**src/rtl/ifu_pcgen.sv**
```systemverilog
// ifu_pcgen: instruction-fetch PC generator and fetch controller.
// Holds the fetch PC and issues one request at a time to instruction memory.
// Fetched instructions go to decode through a one-entry output register.
// Redirects from execute kill stale fetches.
module ifu_pcgen #(
  parameter logic [63:0] RESET_PC = 64'h0000_0000_8000_0000
) (
  input  logic        clk,
  input  logic        resetn,
  input  logic        br_e,
  input  logic [63:0] br_addr,
  input  logic        stall,
  output logic        inst_req,
  output logic [63:0] inst_addr,
  input  logic        inst_gnt,
  input  logic        inst_rvalid,
  input  logic [31:0] inst_rdata,
  output logic        if_valid,
  output logic [63:0] if_pc,
  output logic [31:0] if_inst
);

  typedef enum logic [1:0] {
    S_IDLE = 2'd0,
    S_REQ  = 2'd1,
    S_WAIT = 2'd2,
    S_FULL = 2'd3
  } state_t;

  localparam logic [31:0] NOP = 32'h0000_0013;

  state_t      r_state;
  logic [63:0] r_pc;
  logic [63:0] r_req_pc;
  logic        r_drop;
  logic        r_if_valid;
  logic [63:0] r_if_pc;
  logic [31:0] r_if_inst;

  logic [63:0] w_fetch_addr;
  logic [63:0] w_br_tgt;

  assign w_fetch_addr = {r_pc[63:2], 2'b00};
  assign w_br_tgt     = {br_addr[63:2], 2'b00};

  // Outputs come only from registers or the state decode, never from inputs.
  assign inst_req  = (r_state == S_REQ);
  assign inst_addr = w_fetch_addr;
  assign if_valid  = r_if_valid;
  assign if_pc     = r_if_pc;
  assign if_inst   = r_if_inst;

  // Fetch FSM; a redirect overrides every other event in the same cycle.
  always_ff @(posedge clk or negedge resetn) begin
    if (!resetn) begin
      r_state    <= S_IDLE;
      r_pc       <= RESET_PC;
      r_req_pc   <= 64'd0;
      r_drop     <= 1'b0;
      r_if_valid <= 1'b0;
      r_if_pc    <= 64'd0;
      r_if_inst  <= NOP;
    end else if (br_e) begin
      r_pc       <= w_br_tgt;
      r_if_valid <= 1'b0;
      case (r_state)
        S_REQ: begin
          if (inst_gnt) begin
            // The just-granted fetch is for the old path; its response must be dropped.
            r_req_pc <= w_fetch_addr;
            r_drop   <= 1'b1;
            r_state  <= S_WAIT;
          end else begin
            r_state  <= S_REQ;
          end
        end
        S_WAIT: begin
          if (inst_rvalid) begin
            r_drop  <= 1'b0;
            r_state <= S_REQ;
          end else begin
            r_drop  <= 1'b1;
          end
        end
        default: r_state <= S_REQ;
      endcase
    end else begin
      case (r_state)
        S_IDLE: r_state <= S_REQ;
        S_REQ: begin
          if (inst_gnt) begin
            r_req_pc <= w_fetch_addr;
            r_pc     <= w_fetch_addr + 64'd4;
            r_state  <= S_WAIT;
          end
        end
        S_WAIT: begin
          if (inst_rvalid) begin
            if (r_drop) begin
              r_drop  <= 1'b0;
              r_state <= S_REQ;
            end else begin
              r_if_valid <= 1'b1;
              r_if_pc    <= r_req_pc;
              r_if_inst  <= inst_rdata;
              r_state    <= S_FULL;
            end
          end
        end
        S_FULL: begin
          // Next fetch only starts once decode has taken the held instruction.
          if (!stall) begin
            r_if_valid <= 1'b0;
            r_state    <= S_REQ;
          end
        end
        default: r_state <= S_IDLE;
      endcase
    end
  end

endmodule

```
**config.mk**
```make
export PLATFORM = sky130hd
export DESIGN_NAME = ifu_pcgen
export DESIGN_NICKNAME = d
export VERILOG_FILES = /design/src/rtl/ifu_pcgen.sv
export SDC_FILE = /design/constraint.sdc
export NUM_CORES = 1
export LEC_CHECK = 0
export CAP_MARGIN = 20
export CORE_ASPECT_RATIO = 1.5
export CORE_MARGIN = 4
export CORE_UTILIZATION = 48
export DETAILED_ROUTE_END_ITERATION = 12
export PLACE_DENSITY = 0.79
export SYNTH_ARGS = -nofsm -noshare
export SYNTH_HDL_FRONTEND = slang
export SYNTH_SLANG_ARGS = --single-unit
```
**constraint.sdc**
```tcl
create_clock -name clk -period 5.8 [get_ports clk]
set_clock_uncertainty 0.15 [all_clocks]
set_input_delay 0.87 -clock clk [delete_from_list [all_inputs] [get_ports clk]]
set_output_delay 0.87 -clock clk [all_outputs]
set_load 0.03 [all_outputs]
```
### Yosys cells after proc, flatten, opt, wreduce, memory -nomap -nowiden

Cells that the tools add are included.

| word-level totals | value |
|---|---|
| bits in registers | 224 |
| bits in latches | 0 |
| memory bits (writable) | 0 |
| memory bits (read-only) | 0 |
| input port bits | 102 |
| output and inout bits | 162 |
| memories | 0 |

| operators by class | value |
|---|---|
| $add $sub $neg | 1 |
| $mul | 0 |
| div/mod/pow operators | 0 |
| magnitude comparators | 0 |
| equal/unequal tests | 9 |
| shift-type cells | 0 |
| multiplexer cells | 23 |
| bitwise logic cells | 2 |
| reductions and logical operators | 13 |

Operator list:

| kind | count |
|---|---|
| $mux 64 | 3 |
| $add 64x3->64 const B | 1 |
| $mux 2 | 7 |
| $reduce_and 4->1 | 3 |
| $reduce_bool 2->1 | 5 |
| $mux 1 | 9 |
| $ne 3x3->1 const B | 3 |
| $pmux 2 s4 | 1 |
| $ne 3x2->1 const B | 2 |
| $eq 2x2->1 const B | 2 |
| $pmux 1 s2 | 2 |
| $pmux 2 s2 | 1 |
| $reduce_and 2->1 | 2 |
| $reduce_and 3->1 | 1 |
| $reduce_bool 3->1 | 1 |
| $eq 2x1->1 const B | 1 |
| $logic_not 2->1 | 1 |
| $ne 2x2->1 const B | 1 |
| $not 1->1 | 2 |

### Longest topological paths before layout

Gate-level depths: netlist of the first run.

| logic depth | value |
|---|---|
| word-level depth | 4 |
| mapped depth | 8 |

### Worst setup path after synthesis of the first run

OpenSTA, ideal clock, no wires.

| timing path | value |
|---|---|
| path type | in2reg |
| from | input br_e |
| to | register r_if_pc[10] (netlist: if_pc[10]) |
| arrival | 2.371 ns |
| data required time | 5.525 ns |
| setup slack | 3.154 ns |
| stages | 5 |
| path buffers | 3 |
| cells stage by stage | clkbuf_1 -> nor3_1 -> clkbuf_1 -> clkbuf_1 -> mux2_2 |

| on the way | value |
|---|---|
| cells in the longest elaborated chain, start to end | 2 |

RTL lines:

| element | RTL line | RTL |
|---|---|---|
| from (decl) | 10 | `input logic br_e,` |
| $not 1->1 (no source line) | -- |  |
| $reduce_and 4->1 (no source line) | -- |  |
| to (signal assigned) | 104 | `r_if_pc <= r_req_pc;` |
| to (decl) | 37 | `logic [63:0] r_if_pc;` |

No other way between the ends.
A chain may end at the register's enable or synchronous reset.

### Worst setup path in the final report of the first run

| timing path | value |
|---|---|
| from | register r_state[1] |
| to | output inst_req |

| on the way | value |
|---|---|
| cells in the longest elaborated chain, start to end | 1 |

RTL lines:

| element | RTL line | RTL |
|---|---|---|
| from (decl) | 32 | `state_t r_state;` |
| from (signal assigned) | 56 | `r_state <= S_IDLE;` |
| from (signal assigned) | 72 | `r_state <= S_WAIT;` |
| from (signal assigned) | 74 | `r_state <= S_REQ;` |
| $eq 2x1->1 | 47 | `assign inst_req = (r_state == S_REQ);` |
| to (decl) | 13 | `output logic inst_req,` |

No other way between the ends.

==> results of run 1 <==
[routing by layer]
metal	global-route usage	up-vias	wire [um]
li1	-	3468	-
met1	0.2715	3696	10270
met2	0.4195	225	14350
met3	0.04012	43	1438
met4	0.06337	2	605
met5	0	-	7
[flip-flops by register name, summed over array words and instances (netlist names)]
| name | flops |
|---|---|
| r_req_pc | 62 |
| r_pc | 62 |
| if_pc | 62 |
| if_valid | 1 |
| if_inst | 32 |
| r_drop | 1 |
| r_state | 2 |
[placed cells by master, fill, tap and decap left out, types with 3 or more instances in the layout]
master,count
and3_1,7
nor3_2,4
and4_1,3
nand2_1,67
dfrtp_1,218
clkbuf_16,23
or4_1,7
nor3_1,12
inv_1,11
a31oi_1,21
nor4_1,13
clkdlybuf4s50_1,255
mux2_2,156
o31ai_1,7
ha_1,4
nand4_1,29
nand3_1,31
clkbuf_1,6
o21ai_0,57
xor2_1,22
or3_1,16
dfstp_2,4
nor2_1,36
bufinv_16,3
conb_1,4
clkinv_2,3
xnor2_1,16
a21oi_1,3
nand4_2,3
[through the flow]
step | util | hold slack [ps] | cells | power, mW | setup WS (ps)
global placement | 0.6232 | 308.5 | 1307 | 4.505 | 2128
CTS | 0.6602 | 209.6 | 1346 | 6.087 | 2530
global route | 0.6602 | 229.4 | 1346 | 6.314 | 2441
finish | 0.6602 | 195.0 | 1346 | 6.020 | 2546
detailed placement | 0.6232 | 325.1 | 1307 | 4.578 | 2123
floorplan | - | 293.6 | 825 | 3.634 | 3154
[area by class of cell]
class,count,area [sq um],area share
Tap cell,264,330.3,0.02460
Multi-Input combinational cell,549,4115,0.3064
Clock buffer,31,625.6,0.04659
Sequential cell,222,5560,0.4141
Inverter,11,41.29,0.003075
Timing Repair Buffer,261,2628,0.1957
Clock inverter,8,128.9,0.009597
[worst max-delay path: stages (launching register included)]
cell and delay (ps):
dfrtp_1 410, inv_1 80, ha_1 450, clkdlybuf4s50_1 790
[final timing paths]
path | startpoint | endpoint | slack (ps) | depth (start not counted)
worst max-delay path | r_state[1]$_DFFE_PN0P_ | inst_req | 2550 | 3
worst min-delay path | resetn | if_pc[52]$_DFFE_PN0P_ | 190 | 1
worst max register to register | r_state[1]$_DFFE_PN0P_ | r_pc[56]$_DFFE_PN0P_ | 2680 | 7
worst min register to register | r_req_pc[37]$_DFFE_PN0P_ | r_req_pc[37]$_DFFE_PN0P_ | 340 | 2
max in group asynchronous | resetn | r_pc[4]$_DFFE_PN0P_ | 4140 | 2
min in group clk | r_req_pc[37]$_DFFE_PN0P_ | r_req_pc[37]$_DFFE_PN0P_ | 340 | 2
[power by group through the flow]
stage               Clock [mW]  Combinational [mW]  Sequential (mW)
floorplan                    0               0.697             2.94
global placement             0                2.12             2.39
detailed placement           0                2.15             2.42
CTS                       1.52                2.16             2.40
global route              1.59                2.26             2.47
finish                    1.48                2.14             2.40
[cell families after synthesis]
family,share of synthesized area
compound gates,0.05812
flops,0.5627
mux,0.1788
fa+ha+maj,0.005065
simple gates,0.1380
buf+inv,0.02330
other cells,0.0003795
xor+xnor,0.03368
==> metrics, run 1 <==
status complete, no violations; Gate power share 0.355; Sink Count 222; vias in the first global route ~7.6k; Fmax achieved 307.3 MHz; Synth top area share 0.5520; post-synthesis cell count 822; fillcell total 1,596; CTS tree built; Synth async-reset ratio 1.000; Worst Tran Pin Value 984.8 ps; via density per instance 5.523; Clock H-tree levels 1; setup TNS 0 ps; Core Footprint 20,340 sq um; Critical Path Source Type flop; Finished Cell Area 13,430 sq um; deepest clock path buffer count 3; fin crit share 0.5611; die width 125.2 um; crit path DAT 2230 ps; DP Wirelength 18.73 mm; Routability Congestion 0.8681; DR vias between 7k and 8k; worst path required time 4780 ps; Area contributors post-synth dfrtp_1 55%, mux2_2 18%, o21ai_0 2.9%; part of the power in registers 0.398; Syn Std Cell Area approximately 10000 sq um; Final Max Tran Viols 0; wire per inst 19.82 um; FF+latch count, synth roughly 220; Rows 64; number of post-CTS setup repair buffers 0; hold buffers post-CTS 0; Layout Nets 1,173; Ports 264; Num CTS Buffers 22; first-pass GRT wire length 41.89 mm; Min Clock Period, post-route between 3000 and 4000 ps; Die Footprint 22,990 sq um; Avg Inst Size Synth between 10 and 15 sq um; synthesis-to-finish area growth 35.89%; Peak VDD IR 0.2652 mV; critical path peak fanout 13; relative slew slack 0.3435; critical path capture point type output pin; GRT Total Usage 0.2268; EDFF count, synth 0; Yosys warning total 0; Clock Latency Late Sink 500 ps; clock slew at the register clock pins of the worst setup and hold paths approximately 60 ps; unrepaired setup endpoints after global routing false; Crit Path Class reg2out; post-CTS sizing 0; most common cell in the netlist dfrtp_1; root buf cell clkbuf_16; synth cell count leaders 218 x dfrtp_1, 156 x mux2_2, 68 x nand2_1; Leakage 5.616 nW; post-route ant nets 0; pin count of the biggest net entering global routing 139; Setup violations, final 0; layout cells sized above 1 0.2033; initial antenna violation count 1; die height 183.7 um; clock network fraction of design power 0.247; gr ovfl total 0; Cell variety after synth 54; max_cap viols 0; Starting DRT DRC Count 464; Min-Delay Path Class in2async; # DRC 0; Main synth FF type dfrtp_1; Ant. Diodes 0; Placed Area 12,670 sq um; Net Sw Frac 0.3379; Initial Utilization 0.4859; dominant cell type by area after synthesis dfrtp_1; Final Hold Viols 0; P_sw 2.034 mW; Pint between 3 and 4 mW; DRT Wirelength 26.68 mm; Seq/Total Area, Yosys 0.5627; port buffer count 257; 1st-pass router iterations 5; Cell Pwr Density 448.3 nW/um^2
No activity file was read; power rests on OpenSTA's default activity.
==> inputs of run 2 (changes only) <==
==> constraint.sdc (replaced) <==
create_clock -name clk -period 3.21 [get_ports clk]
set_clock_uncertainty 0.15 [all_clocks]
set_input_delay 0.4815 -clock clk [delete_from_list [all_inputs] [get_ports clk]]
set_output_delay 0.4815 -clock clk [all_outputs]
set_load 0.03 [all_outputs]
==> metrics, run 2 (synthesis gave the netlist of run 1 again) <==
status complete, no violations; fin crit share 0.8824; gr ovfl total 0; deepest clock path buffer count 3; CTS tree built; register area 5560 sq um; Ports 264; clock slew at the register clock pins of the worst setup and hold paths 60 ps; Leakage 5.765 nW; slack of the worst reg-to-reg path 380 ps; worst hold slack 328.9 ps; relative slew slack 0.5515; Min Clock Period, post-route 2833 ps; die width 125.2 um; part of the power in registers 0.389; most frequent cells in the layout 255 x clkdlybuf4s50_1, 218 x dfrtp_1, 156 x mux2_2, 67 x nand2_1, 57 x o21ai_0; 1st-pass router iterations 5; max_cap viols 0; Cell Pwr Density 812.9 nW/um^2; Fmax achieved 353.0 MHz; DR vias 7,612; Clock Latency Late Sink 510 ps; Final Max Tran Viols 0; vias in the first global route 7,899; wire per inst 19.74 um; number of post-CTS setup repair buffers 0; unrepaired setup endpoints after global routing false; # DRC 0; post-route ant nets 0; Critical R2R Launch r_pc[10]$_DFFE_PN0P_; clock network fraction of design power 0.258; GRT Total Usage 0.2320; commonest non-fill, non-tap cell in the layout clkdlybuf4s50_1; critical path capture point type flop; min-delay src r_req_pc[34]$_DFFE_PN0P_; total chip power approximately 11 mW; Multi-input gate area 4115 sq um; Initial Utilization 0.4859; Final Worst Setup Slack between 300 and 400 ps; fillcell total roughly 1.6k; hold path endpoint r_req_pc[34]$_DFFE_PN0P_; Core Footprint 20,340 sq um; synthesis-to-finish area growth 38.38%; setup TNS 0 ps; via density per instance 5.564; Critical Path Source Type flop; Worst Tran Pin Value 672.8 ps; reg-to-reg endpoint r_pc[60]$_DFFE_PN0P_; Num CTS Buffers 22; Pint 7.398 mW; DP Wirelength a little under 20 mm; Ant. Diodes 0; initial antenna violation count 1; Starting DRT DRC Count about 390; crit path DAT 3100 ps; Clock H-tree levels 1; hold path cells 1; die height 183.7 um; Reg2Reg Depth 5; first-pass GRT wire length 43.20 mm; critical path peak fanout 11; Layout Nets 1,194; Die Footprint ~23,000 sq um; layout cells sized above 1 0.2219; Rows 64; P_sw 3.717 mW; Setup violations, final 0; pre-CTS setup slack 272.9 ps; Net Sw Frac 0.3344; port buffer count 257; Sink Count 222; worst path required time 3480 ps; Routability Congestion 0.8751; pin count of the biggest net entering global routing 87; Final Hold Viols 0; DRT Wirelength 27.01 mm; Gate power share 0.353; Min-Delay Path Class reg2reg; root buf cell clkbuf_16; Crit Path Class reg2reg; Peak VDD IR 0.5369 mV
[run 2: cell types whose count changed in the layout (fill, tap and decap cells not counted)]
cell           before  now
clkinv_4            0    2
clkbuf_1            6    2
buf_4               2   20
clkinv_2            3    4
dlygate4sd3_1       0    1
inv_6               0    1
bufinv_16           3    5
buf_12              2    4
clkinv_8            1    0
[run 2: timing repair]
item                                   4_1_cts  5_1_grt
endpoints found under the hold margin       82        0
gates resized for setup                      0        0
hold buffers                                 1        0
[run 2: critical path, stage by stage, from the launching register on]
cell,delay [ps]
dfrtp_1,460
nand4_1,430
nor4_2,540
nand4_1,480
or3_1,490
a31oi_1,190
[run 2: final cells by class]
| type | count | share of cell area |
|---|---|---|
| timing repair buffer | 282 | 0.2057 |
| inverter | 11 | 0.003019 |
| sequential | 222 | 0.4066 |
| clock inverter | 13 | 0.01491 |
| clock buffer | 27 | 0.04465 |
| tap | 264 | 0.02416 |
| multi-input combinational | 549 | 0.3009 |
[run 2: worst max-delay path by stage]
stage	cells past startpoint	start	to	slack [ps]
final	5	r_pc[10]$_DFFE_PN0P_	r_pc[60]$_DFFE_PN0P_	380
after global routing	5	r_pc[10]$_DFFE_PN0P_	r_pc[58]$_DFFE_PN0P_	250
after floorplan	7	r_state[1]$_DFFE_PN0P_	r_pc[41]$_DFFE_PN0P_	710
after global placement	6	inst_gnt	r_pc[54]$_DFFE_PN0P_	330
after detailed placement	6	inst_gnt	r_pc[54]$_DFFE_PN0P_	270
after CTS	4	r_state[1]$_DFFE_PN0P_	inst_req	420
[run 2: routing by layer]
metal  vias up  wire (um)  part of all wire  GRT usage
met1      3808      10080              0.37     0.2753
met4         2        590             0.022    0.05903
met3        49       1597             0.059    0.04157
li1       3506          -                 -          -
met5         -         20           0.00074          0
met2       247      14720              0.55     0.4344
[run 2: power groups by stage]
stage / sequential (mW) / clock [mW] / combinational [mW]
3_3_place_gp: 4.31 / 0 / 3.88
4_1_cts: 4.33 / 2.92 / 3.98
3_5_place_dp: 4.37 / 0 / 3.96
6_report: 4.33 / 2.86 / 3.93
5_1_grt: 4.45 / 3.04 / 4.15
2_1_floorplan: 5.31 / 0 / 1.26
[run 2: stage by stage]
step           std cells  area, sq um    util
2_1_floorplan        825         9893       -
3_3_place_gp        1327        12850  0.6318
3_5_place_dp        1327        12850  0.6318
4_1_cts             1368        13670  0.6723
5_1_grt             1368        13670  0.6723
6_report            1368        13670  0.6723
==> inputs of run 3 (changes only) <==
--- a/config.mk
+++ b/config.mk
@@ -6,7 +6,7 @@
 export NUM_CORES = 1
 export LEC_CHECK = 0
 export CAP_MARGIN = 20
-export CORE_ASPECT_RATIO = 1.5
+export CORE_ASPECT_RATIO = 1.1
 export CORE_MARGIN = 4
 export CORE_UTILIZATION = 48
 export DETAILED_ROUTE_END_ITERATION = 12
==> metrics, run 3 (synthesis gave the netlist of run 1 again) <==
status complete, no violations; critical path peak fanout 7; Worst path max stage delay 710 ps; routed wl met2 13.36 mm; crit path DAT 2250 ps; slack of the worst reg-to-reg path 540 ps; Core Footprint ~20,000 sq um; Min Clock Period, post-route 2882 ps; Critical Path Source Type flop; Crit Path Class reg2out; fillcell total 1,491; first-pass GRT wire length 42.26 mm; # DRC 0; Min-Delay Path Class in2reg; Cell Pwr Density a little over 800 nW/um^2; Gate power share 0.349; synthesis-to-finish area growth 38.87%; die height 158.5 um; port buffer count between 200 and 300; Die Footprint 22,950 sq um; gr ovfl total 0; max_cap viols 0; die width 144.8 um; Setup violations, final 0; clock network fraction of design power 0.267; Num CTS Buffers 24; CTS tree built; Rows 54; post-CTS sizing 0; Leakage 5.791 nW; critical path capture point type output pin; Buf/Inv on CP 3; CP Cell Sequence inv_1, ha_1, buf_4, clkdlybuf4s50_1; Net Sw Frac 0.3314; 1st-pass router iterations 5; fin crit share 0.8977; Peak VDD IR between 0.5 and 0.6 mV; final core area utilization 0.6839; DRT Wirelength 26.62 mm; number of post-CTS setup repair buffers 0; clock slew at the register clock pins of the worst setup and hold paths 60 ps; Sink Count 222; Crit path max-delay family buffers and inverters; setup TNS 0 ps; pin count of the biggest net entering global routing just under 90; DP Wirelength 19.29 mm; part of the power in registers 0.384; Routability Congestion 0.9226; Fmax achieved between 300 and 400 MHz; layout cells sized above 1 0.2222; DR top layer met4; vias in the first global route roughly 7.8k; Final Max Tran Viols 0; worst path required time about 2600 ps; Final Worst Setup Slack ~330 ps; deepest clock path buffer count 3; total chip power 11.24 mW; P_sw 3.725 mW; DR vias 7,593; Multi-input gate area 4115 sq um; Metal-1 WL 10.77 mm; Layout Nets 1,195; most frequent cells in the layout 255 x clkdlybuf4s50_1, 218 x dfrtp_1, 156 x mux2_2, 67 x nand2_1, 57 x o21ai_0; relative slew slack 0.5379; Initial Utilization 0.4925; met3 WL 1.933 mm; initial antenna violation count 0; Clock Latency Late Sink 510 ps; post-route insts no fill 1,360; commonest non-fill, non-tap cell in the layout clkdlybuf4s50_1; Worst Tran Pin Value just under 700 ps; GRT Total Usage 0.2316; register area 5560 sq um; Pint 7.515 mW; unrepaired setup endpoints after global routing false; post-route ant nets 0; Inst Count DP approximately 1.3k; Clock H-tree levels 1; Final Hold Viols 0; via density per instance 5.583; wire per inst 19.57 um; root buf cell clkbuf_16; Worst path slowest cell clkdlybuf4s50_1; Ports 264; pre-CTS setup slack 237.7 ps; Starting DRT DRC Count 548
## run 3: metal layers
layer  up-vias  global-route usage
li1       3508                   -
met1      3781              0.3073
met2       258              0.3886
met3        46             0.05047
met4         0             0.05864
met5         -                   0
## run 3: path summary, 6_finish.rpt
check / startpoint / end / depth (start not counted)
hold / removal: br_e / if_valid$_DFFE_PN0P_ / 2
hold reg to reg: r_req_pc[37]$_DFFE_PN0P_ / r_req_pc[37]$_DFFE_PN0P_ / 2
setup / recovery: r_state[1]$_DFFE_PN0P_ / inst_req / 4
min in group asynchronous: resetn / if_inst[27]$_DFFE_PN0P_ / 2
max in group asynchronous: resetn / r_pc[31]$_DFFE_PN1P_ / 3
setup reg to reg: r_pc[10]$_DFFE_PN0P_ / r_pc[54]$_DFFE_PN0P_ / 5
## run 3: per-stage QoR
| stage | area (sq um) | hold WS (ps) |
|---|---|---|
| 2_1_floorplan | 9893 | 35.91 |
| 3_3_place_gp | 12840 | 309.5 |
| 3_5_place_dp | 12840 | 315.1 |
| 4_1_cts | 13720 | 221.9 |
| 5_1_grt | 13720 | 261.6 |
| 6_report | 13720 | 248.3 |
## run 3: final cells by class
type | instances | area share
Clock inverter | 13 | 0.01477
Sequential cell | 222 | 0.4052
Clock buffer | 31 | 0.04869
Inverter | 11 | 0.003009
Timing Repair Buffer | 281 | 0.2053
Antenna cell | 1 | 0.0001823
Multi-Input combinational cell | 549 | 0.2999
Tap cell | 252 | 0.02298
## run 3: power groups by stage
stage | logic (mW) | clock network, mW | registers (mW)
floorplan | 1.26 | 0 | 5.31
global placement | 3.87 | 0 | 4.30
detailed placement | 3.95 | 0 | 4.36
CTS | 3.97 | 3.07 | 4.32
global route | 4.17 | 3.19 | 4.44
finish | 3.92 | 3.00 | 4.32
## run 3: repair_timing
item,4_1_cts,5_1_grt
hold endpoints to repair,81,0
endpoints found under the setup margin,0,0
hold buffers,1,0
## run 3: worst reg2reg max path, stage by stage (launching register included)
cell and delay, ps:
dfrtp_1 480, nand4_1 400, nor2_2 490, nand4_1 400, or4_1 500, a31oi_1 170
